===== src/rtl/axi_lite_cmd_master.sv =====
// Single-outstanding AXI4-Lite initiator: takes one read/write command, runs the
// AXI-Lite handshakes, and returns data/status (or a timeout abort) on a response port.
module axi_lite_cmd_master #(
    parameter int unsigned P_M_AXI_ADDR_WIDTH = 32,
    parameter int unsigned P_M_AXI_DATA_WIDTH = 32,
    parameter int unsigned P_TIMEOUT_CYCLES   = 1024
) (
    input  logic                              m_axi_aclk,
    input  logic                              m_axi_aresetn,
    input  logic                              cmd_valid,
    output logic                              cmd_ready,
    input  logic                              cmd_write,
    input  logic [P_M_AXI_ADDR_WIDTH-1:0]     cmd_addr,
    input  logic [P_M_AXI_DATA_WIDTH-1:0]     cmd_wdata,
    input  logic [P_M_AXI_DATA_WIDTH/8-1:0]   cmd_wstrb,
    output logic                              rsp_valid,
    input  logic                              rsp_ready,
    output logic [P_M_AXI_DATA_WIDTH-1:0]     rsp_rdata,
    output logic [1:0]                        rsp_resp,
    output logic                              rsp_timeout,
    output logic                              m_axi_awvalid,
    input  logic                              m_axi_awready,
    output logic [P_M_AXI_ADDR_WIDTH-1:0]     m_axi_awaddr,
    output logic [2:0]                        m_axi_awprot,
    output logic                              m_axi_wvalid,
    input  logic                              m_axi_wready,
    output logic [P_M_AXI_DATA_WIDTH-1:0]     m_axi_wdata,
    output logic [P_M_AXI_DATA_WIDTH/8-1:0]   m_axi_wstrb,
    input  logic                              m_axi_bvalid,
    output logic                              m_axi_bready,
    input  logic [1:0]                        m_axi_bresp,
    output logic                              m_axi_arvalid,
    input  logic                              m_axi_arready,
    output logic [P_M_AXI_ADDR_WIDTH-1:0]     m_axi_araddr,
    output logic [2:0]                        m_axi_arprot,
    input  logic                              m_axi_rvalid,
    output logic                              m_axi_rready,
    input  logic [P_M_AXI_DATA_WIDTH-1:0]     m_axi_rdata,
    input  logic [1:0]                        m_axi_rresp
);
    localparam int unsigned AW = P_M_AXI_ADDR_WIDTH;
    localparam int unsigned DW = P_M_AXI_DATA_WIDTH;
    localparam int unsigned SW = DW / 8;
    localparam int unsigned TW = $clog2(P_TIMEOUT_CYCLES + 2);
    localparam bit          TMO_EN = (P_TIMEOUT_CYCLES != 0);
    localparam logic [TW-1:0] TMO_LIMIT = TW'(P_TIMEOUT_CYCLES);
    localparam logic [TW-1:0] CNT_MAX   = '1;

    typedef enum logic [2:0] {S_IDLE, S_WR, S_WR_RESP, S_RD_ADDR, S_RD_DATA, S_RSP} state_t;

    state_t          state_q, state_d;
    logic            cmd_ready_q, cmd_ready_d;
    logic            awvalid_q, awvalid_d, wvalid_q, wvalid_d, arvalid_q, arvalid_d;
    logic            bready_q, bready_d, rready_q, rready_d;
    logic [AW-1:0]   addr_q, addr_d;
    logic [DW-1:0]   wdata_q, wdata_d;
    logic [SW-1:0]   wstrb_q, wstrb_d;
    logic            rsp_valid_q, rsp_valid_d, rsp_timeout_q, rsp_timeout_d;
    logic [DW-1:0]   rsp_rdata_q, rsp_rdata_d;
    logic [1:0]      rsp_resp_q, rsp_resp_d;
    logic [TW-1:0]   tmo_cnt_q, tmo_cnt_d, tmo_inc;

    logic            aw_hs, w_hs, b_hs, ar_hs, r_hs, tmo_hit, finish, abort;
    logic [1:0]      cap_resp;
    logic [DW-1:0]   cap_data;

    assign aw_hs   = awvalid_q & m_axi_awready;
    assign w_hs    = wvalid_q & m_axi_wready;
    assign b_hs    = bready_q & m_axi_bvalid;
    assign ar_hs   = arvalid_q & m_axi_arready;
    assign r_hs    = rready_q & m_axi_rvalid;
    assign tmo_hit = TMO_EN && (tmo_cnt_q == TMO_LIMIT);
    assign tmo_inc = (tmo_cnt_q == CNT_MAX) ? tmo_cnt_q : tmo_cnt_q + TW'(1);

    always_comb begin
        state_d       = state_q;
        cmd_ready_d   = cmd_ready_q;
        awvalid_d     = awvalid_q;
        wvalid_d      = wvalid_q;
        arvalid_d     = arvalid_q;
        bready_d      = bready_q;
        rready_d      = rready_q;
        addr_d        = addr_q;
        wdata_d       = wdata_q;
        wstrb_d       = wstrb_q;
        rsp_valid_d   = rsp_valid_q;
        rsp_timeout_d = rsp_timeout_q;
        rsp_rdata_d   = rsp_rdata_q;
        rsp_resp_d    = rsp_resp_q;
        tmo_cnt_d     = tmo_cnt_q;
        finish        = 1'b0;
        abort         = 1'b0;
        cap_resp      = 2'b00;
        cap_data      = '0;

        case (state_q)
            S_IDLE: begin
                if (cmd_valid && cmd_ready_q) begin
                    addr_d      = cmd_addr;
                    wdata_d     = cmd_wdata;
                    wstrb_d     = cmd_wstrb;
                    cmd_ready_d = 1'b0;
                    tmo_cnt_d   = '0;
                    if (cmd_write) begin
                        awvalid_d = 1'b1;
                        wvalid_d  = 1'b1;
                        bready_d  = 1'b1;
                        state_d   = S_WR;
                    end else begin
                        arvalid_d = 1'b1;
                        rready_d  = 1'b1;
                        state_d   = S_RD_ADDR;
                    end
                end
            end
            S_WR: begin
                awvalid_d = awvalid_q & ~aw_hs;
                wvalid_d  = wvalid_q & ~w_hs;
                if (!awvalid_d && !wvalid_d) begin
                    // bready is already high, so a B beat coincident with the last AW/W is taken here
                    if (b_hs) begin
                        finish   = 1'b1;
                        cap_resp = m_axi_bresp;
                    end else begin
                        state_d   = S_WR_RESP;
                        tmo_cnt_d = '0;
                    end
                end else if (aw_hs || w_hs) begin
                    tmo_cnt_d = '0;
                end else if (tmo_hit) begin
                    abort = 1'b1;
                end else begin
                    tmo_cnt_d = tmo_inc;
                end
            end
            S_WR_RESP: begin
                if (b_hs) begin
                    finish   = 1'b1;
                    cap_resp = m_axi_bresp;
                end else if (tmo_hit) begin
                    abort = 1'b1;
                end else begin
                    tmo_cnt_d = tmo_inc;
                end
            end
            S_RD_ADDR: begin
                if (ar_hs) begin
                    arvalid_d = 1'b0;
                    if (r_hs) begin
                        finish   = 1'b1;
                        cap_resp = m_axi_rresp;
                        cap_data = m_axi_rdata;
                    end else begin
                        state_d   = S_RD_DATA;
                        tmo_cnt_d = '0;
                    end
                end else if (tmo_hit) begin
                    abort = 1'b1;
                end else begin
                    tmo_cnt_d = tmo_inc;
                end
            end
            S_RD_DATA: begin
                if (r_hs) begin
                    finish   = 1'b1;
                    cap_resp = m_axi_rresp;
                    cap_data = m_axi_rdata;
                end else if (tmo_hit) begin
                    abort = 1'b1;
                end else begin
                    tmo_cnt_d = tmo_inc;
                end
            end
            S_RSP: begin
                if (rsp_ready) begin
                    rsp_valid_d = 1'b0;
                    cmd_ready_d = 1'b1;
                    state_d     = S_IDLE;
                end
            end
            default: state_d = S_IDLE;
        endcase

        // Completion and abort share one exit; an abort leaves readies low so late beats are ignored
        if (finish || abort) begin
            state_d       = S_RSP;
            rsp_valid_d   = 1'b1;
            awvalid_d     = 1'b0;
            wvalid_d      = 1'b0;
            arvalid_d     = 1'b0;
            bready_d      = 1'b0;
            rready_d      = 1'b0;
            tmo_cnt_d     = '0;
            rsp_timeout_d = abort;
            rsp_resp_d    = abort ? 2'b10 : cap_resp;
            rsp_rdata_d   = abort ? '0 : cap_data;
        end
    end

    always_ff @(posedge m_axi_aclk or negedge m_axi_aresetn) begin
        if (!m_axi_aresetn) begin
            state_q       <= S_IDLE;
            cmd_ready_q   <= 1'b1;
            awvalid_q     <= 1'b0;
            wvalid_q      <= 1'b0;
            arvalid_q     <= 1'b0;
            bready_q      <= 1'b0;
            rready_q      <= 1'b0;
            addr_q        <= '0;
            wdata_q       <= '0;
            wstrb_q       <= '0;
            rsp_valid_q   <= 1'b0;
            rsp_timeout_q <= 1'b0;
            rsp_rdata_q   <= '0;
            rsp_resp_q    <= 2'b00;
            tmo_cnt_q     <= '0;
        end else begin
            state_q       <= state_d;
            cmd_ready_q   <= cmd_ready_d;
            awvalid_q     <= awvalid_d;
            wvalid_q      <= wvalid_d;
            arvalid_q     <= arvalid_d;
            bready_q      <= bready_d;
            rready_q      <= rready_d;
            addr_q        <= addr_d;
            wdata_q       <= wdata_d;
            wstrb_q       <= wstrb_d;
            rsp_valid_q   <= rsp_valid_d;
            rsp_timeout_q <= rsp_timeout_d;
            rsp_rdata_q   <= rsp_rdata_d;
            rsp_resp_q    <= rsp_resp_d;
            tmo_cnt_q     <= tmo_cnt_d;
        end
    end

    assign cmd_ready     = cmd_ready_q;
    assign rsp_valid     = rsp_valid_q;
    assign rsp_rdata     = rsp_rdata_q;
    assign rsp_resp      = rsp_resp_q;
    assign rsp_timeout   = rsp_timeout_q;
    assign m_axi_awvalid = awvalid_q;
    assign m_axi_awaddr  = addr_q;
    assign m_axi_awprot  = 3'b000;
    assign m_axi_wvalid  = wvalid_q;
    assign m_axi_wdata   = wdata_q;
    assign m_axi_wstrb   = wstrb_q;
    assign m_axi_bready  = bready_q;
    assign m_axi_arvalid = arvalid_q;
    assign m_axi_araddr  = addr_q;
    assign m_axi_arprot  = 3'b000;
    assign m_axi_rready  = rready_q;

endmodule


===== config.mk =====
export PLATFORM = sky130hd
export DESIGN_NAME = axi_lite_cmd_master
export DESIGN_NICKNAME = d
export VERILOG_FILES = /design/src/rtl/axi_lite_cmd_master.sv
export SDC_FILE = /design/constraint.sdc
export NUM_CORES = 1
export LEC_CHECK = 0
export BUFFER_PORTS_ARGS = -buffer_cell sky130_fd_sc_hd__buf_2
export CAP_MARGIN = 0
export CORE_AREA = 2 2 129 131
export DETAILED_ROUTE_END_ITERATION = 6
export DIE_AREA = 0 0 131 133
export PLACE_DENSITY_LB_ADDON = 0.15
export SLEW_MARGIN = 5
export SYNTH_ARGS = -nofsm -noshare
export SYNTH_HDL_FRONTEND = slang
export SYNTH_SLANG_ARGS = --single-unit

===== constraint.sdc =====
create_clock -name m_axi_aclk -period 1.8 [get_ports m_axi_aclk]
set_input_delay 0.09 -clock m_axi_aclk [delete_from_list [all_inputs] [get_ports m_axi_aclk]]
set_output_delay 0.09 -clock m_axi_aclk [all_outputs]
set_load 0.02 [all_outputs]

# --- Word-level counts from Yosys, hierarchy flattened ---
# Index checks and enable logic that the tools add are counted.
word_totals:
  input_bits: 114
  out_inout_bits: 148
  elab_cells: 138
  regBits: 124
classes:
  eq_ne: 23
  add_sub_neg: 1
  n_mux: 64
  bitwise: 9
  reduce_logical: 26
op_table:
  columns: ["operator", "count"]
  rows:
  - ["$mux 11", 11]
  - ["$mux 32", 3]
  - ["$pmux 32 s2", 1]
  - ["$pmux 11 s5", 1]
  - ["$ne 3x3->1 const B", 10]
  - ["$mux 1", 27]
  - ["$eq 11x11->1 const B", 2]
  - ["$mux 3", 7]
  - ["$pmux 3 s5", 1]
  - ["$mux 2", 6]
  - ["$reduce_and 3->1", 4]
  - ["$reduce_bool 2->1", 6]
  - ["$add 11x1->11 const B", 1]
  - ["$ne 4x4->1 const B", 2]
  - ["$pmux 1 s2", 4]
  - ["$pmux 1 s4", 2]
  - ["$pmux 2 s4", 1]
  - ["$and 1x1->1", 7]
  - ["$reduce_and 7->1", 1]
  - ["$eq 3x2->1 const B", 2]
  - ["$eq 3x3->1 const B", 2]
  - ["$reduce_and 6->1", 1]
  - ["$reduce_bool 3->1", 2]
  - ["$reduce_bool 6->1", 1]
  - ["other kinds (11)", 18]

# --- Longest topological paths before layout ---
# Gate-level depths: netlist (run 1).
depth:
  word_depth: 10
  depth_mapped: 7

# --- Worst setup path before layout (run 1) ---
# No wires, ideal clock.
synth_timing:
  kind: "reg2reg"
  start: "register state_q[0]"
  end: "register tmo_cnt_q[4]"
  path_stages_with_launch: 6
  arrival_time_ps: 1721
  required_time_ps: 1674
  setup_slack_ps: -47
  path_buffers: 0
  cell_sequence: "dfrtp_1 or3b_4 a21boi_1 o32a_2 and2_4 a221o_1"
synth_via:
  elab_chain_cells: 5
  word_cells_on_any_way: 17
synth_rtl:
  columns: ["element", "line_no", "text"]
  rows:
  - ["start: declaration", "51", "state_t state_q, state_d;"]
  - ["start signal: assignment", "218", "state_q <= state_d;"]
  - ["$eq 3x3->1 (tied with other cells)", "96", "case (state_q)"]
  - ["$pmux 1 s4", "96", null]
  - ["$logic_or 1x1->1", "185", "if (finish || abort) begin"]
  - ["$ne 4x4->1 (no source line) (tied with other cells)", null, null]
  - ["$reduce_and 6->1 (no source line)", null, null]
  - ["end signal: assignment", "232", "tmo_cnt_q <= tmo_cnt_d;"]
  - ["end: declaration", "61", "logic [TW-1:0] tmo_cnt_q, tmo_cnt_d, tmo_inc;"]
# Several ways; a longest one is shown, not always the timed one.
# A chain may end at the register's enable or synchronous reset.

# --- Final worst setup path (run 1) ---
layout_timing:
  start: "register state_q[0]"
  end: "register rsp_rdata_q[31], in the netlist rsp_rdata[31]"
layout_via:
  elab_chain_cells: 3
  word_cells_on_any_way: 9
layout_rtl:
  columns: ["element", "line_no", "text"]
  rows:
  - ["$eq 3x3->1 (tied with other cells)", "96", null]
  - ["$pmux 1 s4 / $pmux 32 s2 (equally long branches)", "96", null]
  - ["$mux 32 / $logic_or 1x1->1 (equally long branches)", "196, 185", null]
  - ["end signal: assignment", "230", "rsp_rdata_q <= rsp_rdata_d;"]
  - ["end: declaration", "59", "logic [DW-1:0] rsp_rdata_q, rsp_rdata_d;"]
# Several ways; a longest one is shown, not always the timed one.

==> results of run 1 <==
-- cell usage after synthesis, drive strengths merged, types with 3 or more instances --
master | instances | area, sq um
a21o | 4 | 30.0
a21oi | 17 | 85.1
a22o | 33 | 289
a22oi | 3 | 22.5
a31oi | 3 | 25.0
and2 | 3 | 21.3
and3 | 3 | 18.8
buf | 47 | 330
clkbuf | 18 | 68.8
dfrtp | 123 | 3080
inv | 8 | 30.0
nand2 | 223 | 837
nand2b | 3 | 18.8
nand3 | 12 | 60.1
nand4 | 4 | 25.0
nor2 | 9 | 36.3
nor2b | 3 | 18.8
nor3 | 9 | 56.3
nor4 | 4 | 31.3
o21ai | 13 | 65.1
or3 | 3 | 18.8
-- sequential cells by signal (all words and copies together) (netlist names) --
signal / cells
m_axi_rready: 1
m_axi_wdata: 32
rsp_timeout: 1
rsp_resp: 2
m_axi_araddr: 32
m_axi_arvalid: 1
m_axi_wstrb: 4
state_q: 3
m_axi_awvalid: 1
cmd_ready: 1
rsp_rdata: 32
m_axi_wvalid: 1
rsp_valid: 1
m_axi_bready: 1
tmo_cnt_q: 11
-- stage by stage --
| step | cells | util |
|---|---|---|
| CTS | 1190 | 0.551 |
| detailed placement | 1053 | 0.445 |
| floorplan | 583 | - |
| finish | 1193 | 0.559 |
| global placement | 1053 | 0.445 |
| global route | 1193 | 0.559 |
-- power groups by stage --
stage	combinational, uW	clock (uW)	sequential [uW]
6_report	5150	3180	4080
5_1_grt	5570	3420	4190
4_1_cts	4980	3270	4080
3_5_place_dp	4710	0	4100
3_3_place_gp	4650	0	4080
2_1_floorplan	2000	0	5000
-- worst max-delay path by stage --
stage	to	slack, ns	cells after the start
3_3_place_gp	rsp_rdata[29]	-0.07	6
5_1_grt	tmo_cnt_q[9]	-0.12	6
3_5_place_dp	rsp_rdata[29]	-0.13	7
2_1_floorplan	tmo_cnt_q[4]	-0.008	5
4_1_cts	rsp_rdata[19]	-0.04	7
6_report	rsp_rdata[31]	-0.05	6
-- worst reg2reg max path, cell delays in order, from the launching register on --
cell       delay, ns
dfrtp_1         0.41
or3b_4          0.45
a2bb2oi_2       0.19
a31oi_4         0.22
nor3_4          0.08
buf_12          0.17
a22o_1          0.21
-- logic make-up after synthesis --
group | after synthesis
flops | 124
compound gates | 93
buf+inv | 73
fa+ha+maj | 2
other cells | 1
simple gates | 285
-- repair_timing --
| action | CTS | global route |
|---|---|---|
| buffers inserted | 0 | 4 |
| setup endpoints to repair | 115 | 77 |
| gates resized for setup | 14 | 27 |
| hold endpoints to repair | 228 | 0 |
| pin swaps | 5 | 11 |
| hold buffers | 105 | 0 |
| cloned | 1 | 0 |
-- metal layers --
metal | up-vias | part of all wire
li1 | 2661 | -
met1 | 2610 | 0.42
met2 | 206 | 0.50
met3 | 29 | 0.064
met4 | 0 | 0.020
met5 | - | 0
-- layout make-up --
class | count | area, sq um | share of cell area
inverters | 8 | 30.0 | 0.00332
clock inverters | 11 | 95.1 | 0.0105
repair buffers | 424 | 2930 | 0.324
multi-input cells | 386 | 2140 | 0.237
clock buffers | 20 | 457 | 0.0505
flip-flops and latches | 124 | 3110 | 0.344
well taps | 220 | 275 | 0.0305
==> run metrics, run 1 <==
dpl cell area 0.00720 sq mm; Slew Viols, Final 0; TritonCTS sink count 124; crit path launch type flop; met2 usage 0.318; RD Place Congestion 0.841; routed vias/inst 4.62; initial antenna violation count 0; cts bufs inserted 17; Post-Synth Simple-Gate Area 0.222; antenna viol nets, final 0; reg2reg end rsp_rdata[31]; sequential power share 0.329; Crit Path Category flop to flop; pwr dens 1370 mW/mm^2; site row count 47; maxcap violations 0; Fin. Hold Viols 0; Detail Placement HPWL 10.9 mm; Starting Density 0.339; FF-to-FF Start state_q[0]; Clock Latency Late Sink 0.41 ns; Tmin final 1.85 ns; number of global-route vias before repair 5443; endpoint type of the worst setup path flop; mean post-synth cell area 9.49 sq um; switching share of power 0.381; logic gate share of total power 0.415; Cell Area, Synth 0.00549 sq mm; Bufs and invs on worst path 1; router iterations before antenna repair 4; register area share after synthesis 0.566; Total Routing Usage GR 0.193; setup_tns -1.36 ns; CP max-delay cell or3b_4; most frequent cells in the layout 254 x buf_2, 222 x nand2_1, 121 x dfrtp_1; hold path start m_axi_rresp[1]; Least-Margin Pin Slew 0.677 ns; critical path arrival 2.15 ns; share of cells above drive strength 1 0.398; largest net degree at the start of global routing 125; Hold WS 0.0252 ns; RSZ-0062 raised after global routing true; failing checks negative setup slack; CTS tree done; area growth from synthesis to layout 64.7%; Unique masters post-synth 56; Fillers 1392; Root Buffer clkbuf_16; CTS H-tree lvls 4; Clock Tree Buf Depth 2; gr busiest metal met2; core area 0.0162 sq mm; Most used DFF post-synth dfrtp_1; Pint 7680 uW; #FFs+latches synth 124; Max stage delay on crit path 0.45 ns; Worst VDD drop 0.000733 V; Hold Path End rsp_resp[1]; I/O pin cnt 262; clk slew on worst S/H paths 0.06 ns; R2R cell count 6; Post-synth ARST share 1.00; Final Cell Area 0.00904 sq mm; met3 Usage GRT 0.0554; Syn. warnings 0; DIE AREA 0.0174 sq mm; mux contribution to synthesized area 0; fraction of the mapped netlist area in compound gates 0.129; Power, Total 12400 uW; P_leak 0.00498 uW; NetSw 4720 uW; worst hold-check path type input pin to flop; post-DR wirelength/cell 14.0 um; vias post-DR 5506; Mapped Cells 578; critical path fanouts, max 32; Setup Skew 0.00650 ns; routing usage on met1 0.239; Max-slew headroom 0.548; number of flops mapped to enable cells by yosys 0; Die H 133 um; Clock Power Share 0.256; Cell Chain, Critical Path or3b_4 -> a2bb2oi_2 -> a31oi_4 -> nor3_4 -> buf_12 -> a22o_1; flop-to-flop setup slack -0.05 ns; XOR/XNOR Fraction of Synth Area 0; gr ovfl total 0; most common cell after layout, fill and taps aside buf_2; largest family of logic cells by synthesized area simple AND/OR/NAND/NOR gates; Critical Path RT 2.10 ns; fmax 0.540 GHz; Crit path max-delay family compound AO/OA/AOI/OAI gates; DRC 0; fin crit share 1.03; global-route wire length before repair 26.4 mm; status finished with violations; die width 131 um; WHS Path Cells 3; final setup violation count 40; ant diodes 0; PortBufs 255; pre-CTS setup slack -0.135 ns; initial detailed-routing violation count 252; Post-Route WL 16.7 mm; setup ws final -0.0534 ns; Adder-Cell Fraction of Synth Area 0.00456; worst setup path startpoint state_q[0]; final net count 1077
Note: power is estimated with default switching activity, not from simulation.
==> run 2: changes to the inputs <==
--- a/config.mk
+++ b/config.mk
@@ -11,6 +11,7 @@
 export DETAILED_ROUTE_END_ITERATION = 6
 export DIE_AREA = 0 0 131 133
 export PLACE_DENSITY_LB_ADDON = 0.15
+export SETUP_SLACK_MARGIN = 0.05
 export SLEW_MARGIN = 5
 export SYNTH_ARGS = -nofsm -noshare
 export SYNTH_HDL_FRONTEND = slang
==> constraint.sdc (replaced) <==
create_clock -name m_axi_aclk -period 2.2 [get_ports m_axi_aclk]
set_input_delay 0.11 -clock m_axi_aclk [delete_from_list [all_inputs] [get_ports m_axi_aclk]]
set_output_delay 0.11 -clock m_axi_aclk [all_outputs]
set_load 0.02 [all_outputs]
==> run 2 against run 1 <==
  * The flow now finishes without violations
  * Sequential power fell by 17%
  * Register-to-register slack better by 0.24 ns
  * Sequential share of layout area rose by 2.0 points
  * Critical path depth is the same
  * Clock skew rose by 0.0029 ns
  * Maximum frequency shrank 7.9%
  * Combinational power fell by 29%
  * Hold slack better by 0.013 ns
==> run metrics, run 2 (synthesis gave the netlist of run 1 again) <==
Fin. Hold Viols 0 (unchanged); CTS tree done; initial detailed-routing violation count 322 (+28%); vias post-DR 5344 (-2.9%); DIE AREA 0.0174 sq mm (unchanged); crit path launch type flop; Clock Tree Buf Depth 2 (unchanged); global-route wire length before repair 25.8 mm (-2.3%); gr ovfl total 0 (unchanged); TritonCTS sink count 124 (unchanged); Starting Density 0.339 (unchanged); Cell Chain, Critical Path buf_4 -> a21oi_1 -> and4_1 -> o31ai_2 -> nor3_1 -> a221o_1; core area 0.0162 sq mm (unchanged); critical path arrival 2.30 ns (+0.15 ns); PortBufs 255 (unchanged); Fillers 1479 (+6.3%); Worst VDD drop 0.000566 V (-23%); maxcap violations 0 (unchanged); post-DR wirelength/cell 13.8 um (-1.1%); Detail Placement HPWL 10.5 mm (-3.3%); endpoint type of the worst setup path flop; pwr dens 1160 mW/mm^2 (-16%); I/O pin cnt 262 (unchanged); dpl cell area 0.00688 sq mm (-4.4%); most common cell after layout, fill and taps aside buf_2; number of global-route vias before repair 5369 (-1.4%); fin crit share 0.915 (-0.115); RD Place Congestion 0.889 (+5.6%); area of the multi-input gates 0.00199 sq mm (-7.1%); CTS H-tree lvls 4 (unchanged); final net count 1032 (-4.2%); Critical Path RT 2.48 ns (+0.38 ns); share of cells above drive strength 1 0.343 (-0.0551); clk slew on worst S/H paths 0.06 ns (about the same); Max-slew headroom 0.610 (+0.0613); final setup violation count 0 (-100%); ant diodes 0 (unchanged); setup_tns 0 ns (+1.36 ns); Post-CTS Setup Inserts 0 (unchanged); site row count 47 (unchanged); Clock Latency Late Sink 0.41 ns (about the same); Root Buffer clkbuf_16; Register Area 0.00310 sq mm (about the same); cts bufs inserted 17 (unchanged); critical path fanouts, max 8 (-75%); DRC 0 (unchanged); Tmin final 2.01 ns (+0.160 ns); fmax 0.497 GHz (-7.9%); Setup Skew 0.00936 ns (+0.00286 ns); initial antenna violation count 0 (unchanged); Total Routing Usage GR 0.187 (-0.00610); worst hold-check path type input pin to flop; Least-Margin Pin Slew 0.581 ns (-0.0964 ns); routed vias/inst 4.66 (+0.86%); die width 131 um (unchanged); post-layout util 0.528 (-0.0309); Crit Path Category flop to flop; Final Cell Area 0.00854 sq mm (-5.5%); Max stage delay on crit path 0.54 ns (+0.09 ns); Slew Viols, Final 0 (unchanged); antenna viol nets, final 0 (unchanged); most frequent cells in the layout 254 x buf_2, 223 x nand2_1, 123 x dfrtp_1; largest net degree at the start of global routing 67 (-46%); Die H 133 um (unchanged); Post-Route WL 15.9 mm (-4.8%); RSZ-0062 raised after global routing true; P_leak 0.00472 uW (-5.3%); area growth from synthesis to layout 55.6%; status completed; CP max-delay cell o31ai_2; router iterations before antenna repair 5 (+1)
[run 2: cell types whose count changed in the layout (fill, tap and decap cells not counted), sizes merged]
cell         change
buf             -44
bufinv           +2
clkbuf           +1
clkinv           -4
clkinvlp         +2
dlygate4sd3      -1
inv              -1
[run 2: final cells by class]
class                      count  area share
sequential                   124       0.364
timing repair buffer         379       0.297
multi-input combinational    386       0.233
clock buffer                  21      0.0539
tap                          220      0.0322
clock inverter                10      0.0166
inverter                       8     0.00352
[run 2: timing repair]
item,CTS,global route
gates resized for setup,0,2
setup endpoints to repair,0,40
hold buffers,104,0
endpoints found under the hold margin,131,0
[run 2: per-stage QoR]
step | hold WS [ns] | std cells | setup slack, ns | power [uW]
2_1_floorplan | -0.186 | 583 | 0.353 | 5730
3_3_place_gp | 0.0848 | 1013 | 0.267 | 6850
3_5_place_dp | 0.0954 | 1013 | 0.220 | 6900
4_1_cts | 0.0136 | 1148 | 0.148 | 9950
5_1_grt | 0.0488 | 1148 | 0.0554 | 10500
6_report | 0.0380 | 1148 | 0.187 | 9870
[run 2: power by group]
group	switching, uW	internal, uW	total [uW]
Sequential	435	2930	3370
Combinational	2250	1410	3660
Clock	1010	1830	2840
[run 2: worst max-delay path: cells and delay by family (launching register included)]
kind	cells	cell delay (ns)
buf+inv	1	0.19
flops	1	0.46
simple gates	2	0.35
compound gates	3	0.89
[run 2: layer usage]
metal,global-route usage,share of wire
met5,0,0
met1,0.225,0.41
met4,0.0863,0.028
met3,0.0510,0.061
met2,0.309,0.50
[run 2: path summary, 6_finish.rpt]
path                                  from               end  slack (ns)  depth (start not counted)
hold / removal                   cmd_write     m_axi_awvalid        0.04                          3
setup reg to reg                state_q[1]      tmo_cnt_q[4]        0.19                          6
hold reg to reg            m_axi_wdata[30]   m_axi_wdata[30]        0.47                          2
max in group asynchronous    m_axi_aresetn  m_axi_araddr[29]        1.28                          3
setup / recovery                state_q[1]      tmo_cnt_q[4]        0.19                          6
min in group asynchronous    m_axi_aresetn     rsp_rdata[14]        0.20                          2
==> run 3: changes to the inputs <==
--- a/config.mk
+++ b/config.mk
@@ -5,11 +5,12 @@
 export SDC_FILE = /design/constraint.sdc
 export NUM_CORES = 1
 export LEC_CHECK = 0
+export ABC_AREA = 1
 export BUFFER_PORTS_ARGS = -buffer_cell sky130_fd_sc_hd__buf_2
 export CAP_MARGIN = 0
-export CORE_AREA = 2 2 129 131
+export CORE_AREA = 2 2 131 133
 export DETAILED_ROUTE_END_ITERATION = 6
-export DIE_AREA = 0 0 131 133
+export DIE_AREA = 0 0 133 135
 export PLACE_DENSITY_LB_ADDON = 0.15
 export SETUP_SLACK_MARGIN = 0.05
 export SLEW_MARGIN = 5
==> run 3 against run 2 <==
  * Utilization fell by 0.57 points
  * First-iteration DRC count is 33% lower
  * Critical path type unchanged
  * Synthesized area up 3.4%
  * Maximum frequency up 6.4%
  * Routed wire length up 3.2%
  * Combinational power increased by 32%
  * Highest routed layer unchanged
  * Final area increased by 0.37%
==> run metrics, run 3 <==
status completed; metal2 WL 8.00 mm (+1.4%); most common cell after layout, fill and taps aside nand2_1; Total Routing Usage GR 0.184 (-0.00319); CTS tree done; WHS Path Cells 4 (+1); number of global-route vias before repair 5267 (-1.9%); share of cells above drive strength 1 0.305 (-0.0378); site row count 47 (unchanged); clk slew on worst S/H paths 0.05 ns (about the same); Detail Placement HPWL 11.1 mm (+5.1%); Mapped Cells 698 (+21%); FF-to-FF Start state_q[2]; reg2reg end state_q[2]; RSZ-0062 raised after global routing false; Clock Latency Late Sink 0.42 ns (about the same); register area share after synthesis 0.547 (-0.0186); antenna viol nets, final 0 (unchanged); post-DR wirelength/cell 13.0 um (-6.2%); crit path launch type flop; critical path arrival 2.18 ns (-0.12 ns); initial antenna violation count 0 (unchanged); largest net degree at the start of global routing 70 (+4.5%); setup_tns 0 ns (unchanged); Post-CTS Setup Inserts 0 (unchanged); logic gate share of total power 0.426 (+0.055); area growth from synthesis to layout 51.0%; #FFs+latches synth 124 (unchanged); Unique masters post-synth 35 (-38%); Tmin final 1.89 ns (-0.121 ns); vias post-DR 5418 (+1.4%); cts bufs inserted 17 (unchanged); maxcap violations 0 (unchanged); Metal-1 WL 7.05 mm (+7.3%); R2R cell count 9 (+3); Slew Viols, Final 0 (unchanged); Fillers 1536 (+3.9%); Worst VDD drop 0.000779 V (+38%); gr ovfl total 0 (unchanged); largest cells by area after synthesis dfrtp_1 54%, nand2_1 25%, buf_4 5.0%; pre-CTS setup slack 0.309 ns (+0.0897 ns); fin crit share 0.860 (-0.0552); Most used DFF post-synth dfrtp_1; final net count 1146 (+11%); initial detailed-routing violation count 215 (-33%); Root Buffer clkbuf_16; Critical Path RT 2.49 ns (about the same); Setup Skew 0.0158 ns (+0.00643 ns); Die H 135 um (+1.5%); Post-synth top cells 371 x nand2_1, 123 x dfrtp_1, 38 x buf_4; Clock Power Share 0.243 (-0.045); DIE AREA 0.0180 sq mm (+3.1%); Cell Area, Synth 0.00567 sq mm (+3.4%); worst hold-check path type input pin to flop; Post-synth ARST share 1.00 (unchanged); Least-Margin Pin Slew 0.516 ns (-0.0649 ns); Cell Chain, Critical Path inv_2 -> nand3_2 -> inv_2 -> nand2_1 -> nand2_1 -> nor3_2 -> nand2_1 -> o21ai_0 -> nand2_1; global-route wire length before repair 26.0 mm (+0.80%); area of the multi-input gates 0.00203 sq mm (+2.0%); Max-slew headroom 0.656 (+0.0462); CTS H-tree lvls 4 (unchanged); DRC 0 (unchanged); setup ws final 0.308 ns (+0.121 ns); final setup violation count 0 (unchanged); switching share of power 0.430 (+0.0553); most common cell in the netlist nand2_1; number of flops mapped to enable cells by yosys 0 (unchanged); fmax 0.529 GHz (+6.4%); Register Area 0.00310 sq mm (unchanged); mean post-synth cell area 8.13 sq um (-14%); Crit Path Category flop to flop; flop-to-flop setup slack 0.31 ns (+0.12 ns); CP most frequent cell nand2_1; critical path fanouts, max 8 (unchanged); Yosys top cell by area dfrtp_1; Post-Route WL 16.4 mm (+3.2%); RD Place Congestion 0.805 (-9.4%); Pint 6450 uW (+4.5%); most frequent cells in the layout 371 x nand2_1, 254 x buf_2, 123 x dfrtp_1; CP max-delay cell dfrtp_1; pwr dens 1320 mW/mm^2 (+14%); routed vias/inst 4.29 (-7.9%); Max stage delay on crit path 0.61 ns (+0.07 ns); NetSw 4860 uW (+32%); I/O pin cnt 262 (unchanged); P_leak 0.00489 uW (+3.7%); router iterations before antenna repair 5 (unchanged); Fin. Hold Viols 0 (unchanged); met3 wire len 988 um (+2.0%); Syn. warnings 0 (unchanged); die width 133 um (+1.5%); share of the synthesized area in the top cell type 0.543 (-0.0184); core area 0.0164 sq mm (+1.5%); Starting Density 0.346 (+0.00650); endpoint type of the worst setup path flop; TritonCTS sink count 124 (unchanged); Clock Tree Buf Depth 2 (unchanged); Hold Path End rsp_valid; Top Layer Used met4; hold path start rsp_ready; sequential power share 0.331 (-0.010); PortBufs 255 (unchanged)
[run 3: cell count changes in the layout (fill, tap and decap cells not counted), moves of 7 or more]
cell	previous run	this run
nand3_1	12	19
nor2_1	8	33
nor3_1	8	1
a22o_1	33	0
a21oi_1	17	10
buf_4	16	6
nand2_1	223	371
inv_1	8	27
[run 3: per-stage QoR]
step | power, uW | hold WS [ns] | cells | utilization | cell area (sq um)
2_1_floorplan | 7120 | -0.186 | 703 | - | 5690
3_3_place_gp | 8460 | 0.125 | 1125 | 0.422 | 6920
3_5_place_dp | 8490 | 0.123 | 1125 | 0.422 | 6920
4_1_cts | 11500 | 0.0230 | 1263 | 0.522 | 8570
5_1_grt | 12100 | 0.0576 | 1263 | 0.522 | 8570
6_report | 11300 | 0.0419 | 1264 | 0.522 | 8570
[run 3: cell type report]
cell class	count	area share
antenna	1	0.000292
clock buffer	19	0.0517
clock inverter	13	0.0165
inverter	33	0.0153
multi-input combinational	485	0.237
sequential	124	0.362
tap	220	0.0321
timing repair buffer	369	0.284
[run 3: worst max path at each step]
stage	to	depth (start not counted)	slack [ns]	from
after floorplan	rsp_resp[1]	11	0.57	tmo_cnt_q[0]
after global placement	state_q[2]	9	0.32	state_q[1]
after detailed placement	m_axi_arvalid	10	0.31	state_q[2]
after CTS	m_axi_arvalid	10	0.29	state_q[2]
after global routing	m_axi_arvalid	10	0.11	state_q[2]
final	state_q[2]	9	0.31	state_q[2]
[run 3: per-layer routing]
metal	vias to the layer above	track usage
met2	189	0.308
met1	2438	0.223
li1	2760	-
met5	-	0
met4	0	0.0711
met3	31	0.0559
[run 3: cells by family (layout without fill, tap and decap cells)]
group,count (synthesis),after routing,share of synthesized area
simple gates,448,448,0.319
xor+xnor,1,1,0.00154
fa+ha+maj,2,2,0.00441
flops,124,124,0.547
compound gates,28,28,0.0298
other cells,1,7,0.000661
buf+inv,94,434,0.0977
[run 3: what timing repair did]
action | in CTS | in global routing
endpoints found under the hold margin | 138 | 0
hold buffers | 106 | 0
resized for setup | 0 | 0
[run 3: power by group through the flow]
stage | clock (uW) | sequential (uW) | combinational, uW
final | 2750 | 3740 | 4820
after global routing | 2930 | 3860 | 5310
after CTS | 2830 | 3740 | 4880
after detailed placement | 0 | 3750 | 4740
after global placement | 0 | 3760 | 4700
after floorplan | 0 | 4680 | 2450
[run 3: worst max-delay path: cells and delay by family (launching register included)]
family / cells / cell delay [ns]
buffers and inverters: 2 / 0.19
AND/OR/NAND/NOR: 6 / 0.71
flip-flops: 1 / 0.61
AO/OA/AOI/OAI: 1 / 0.27
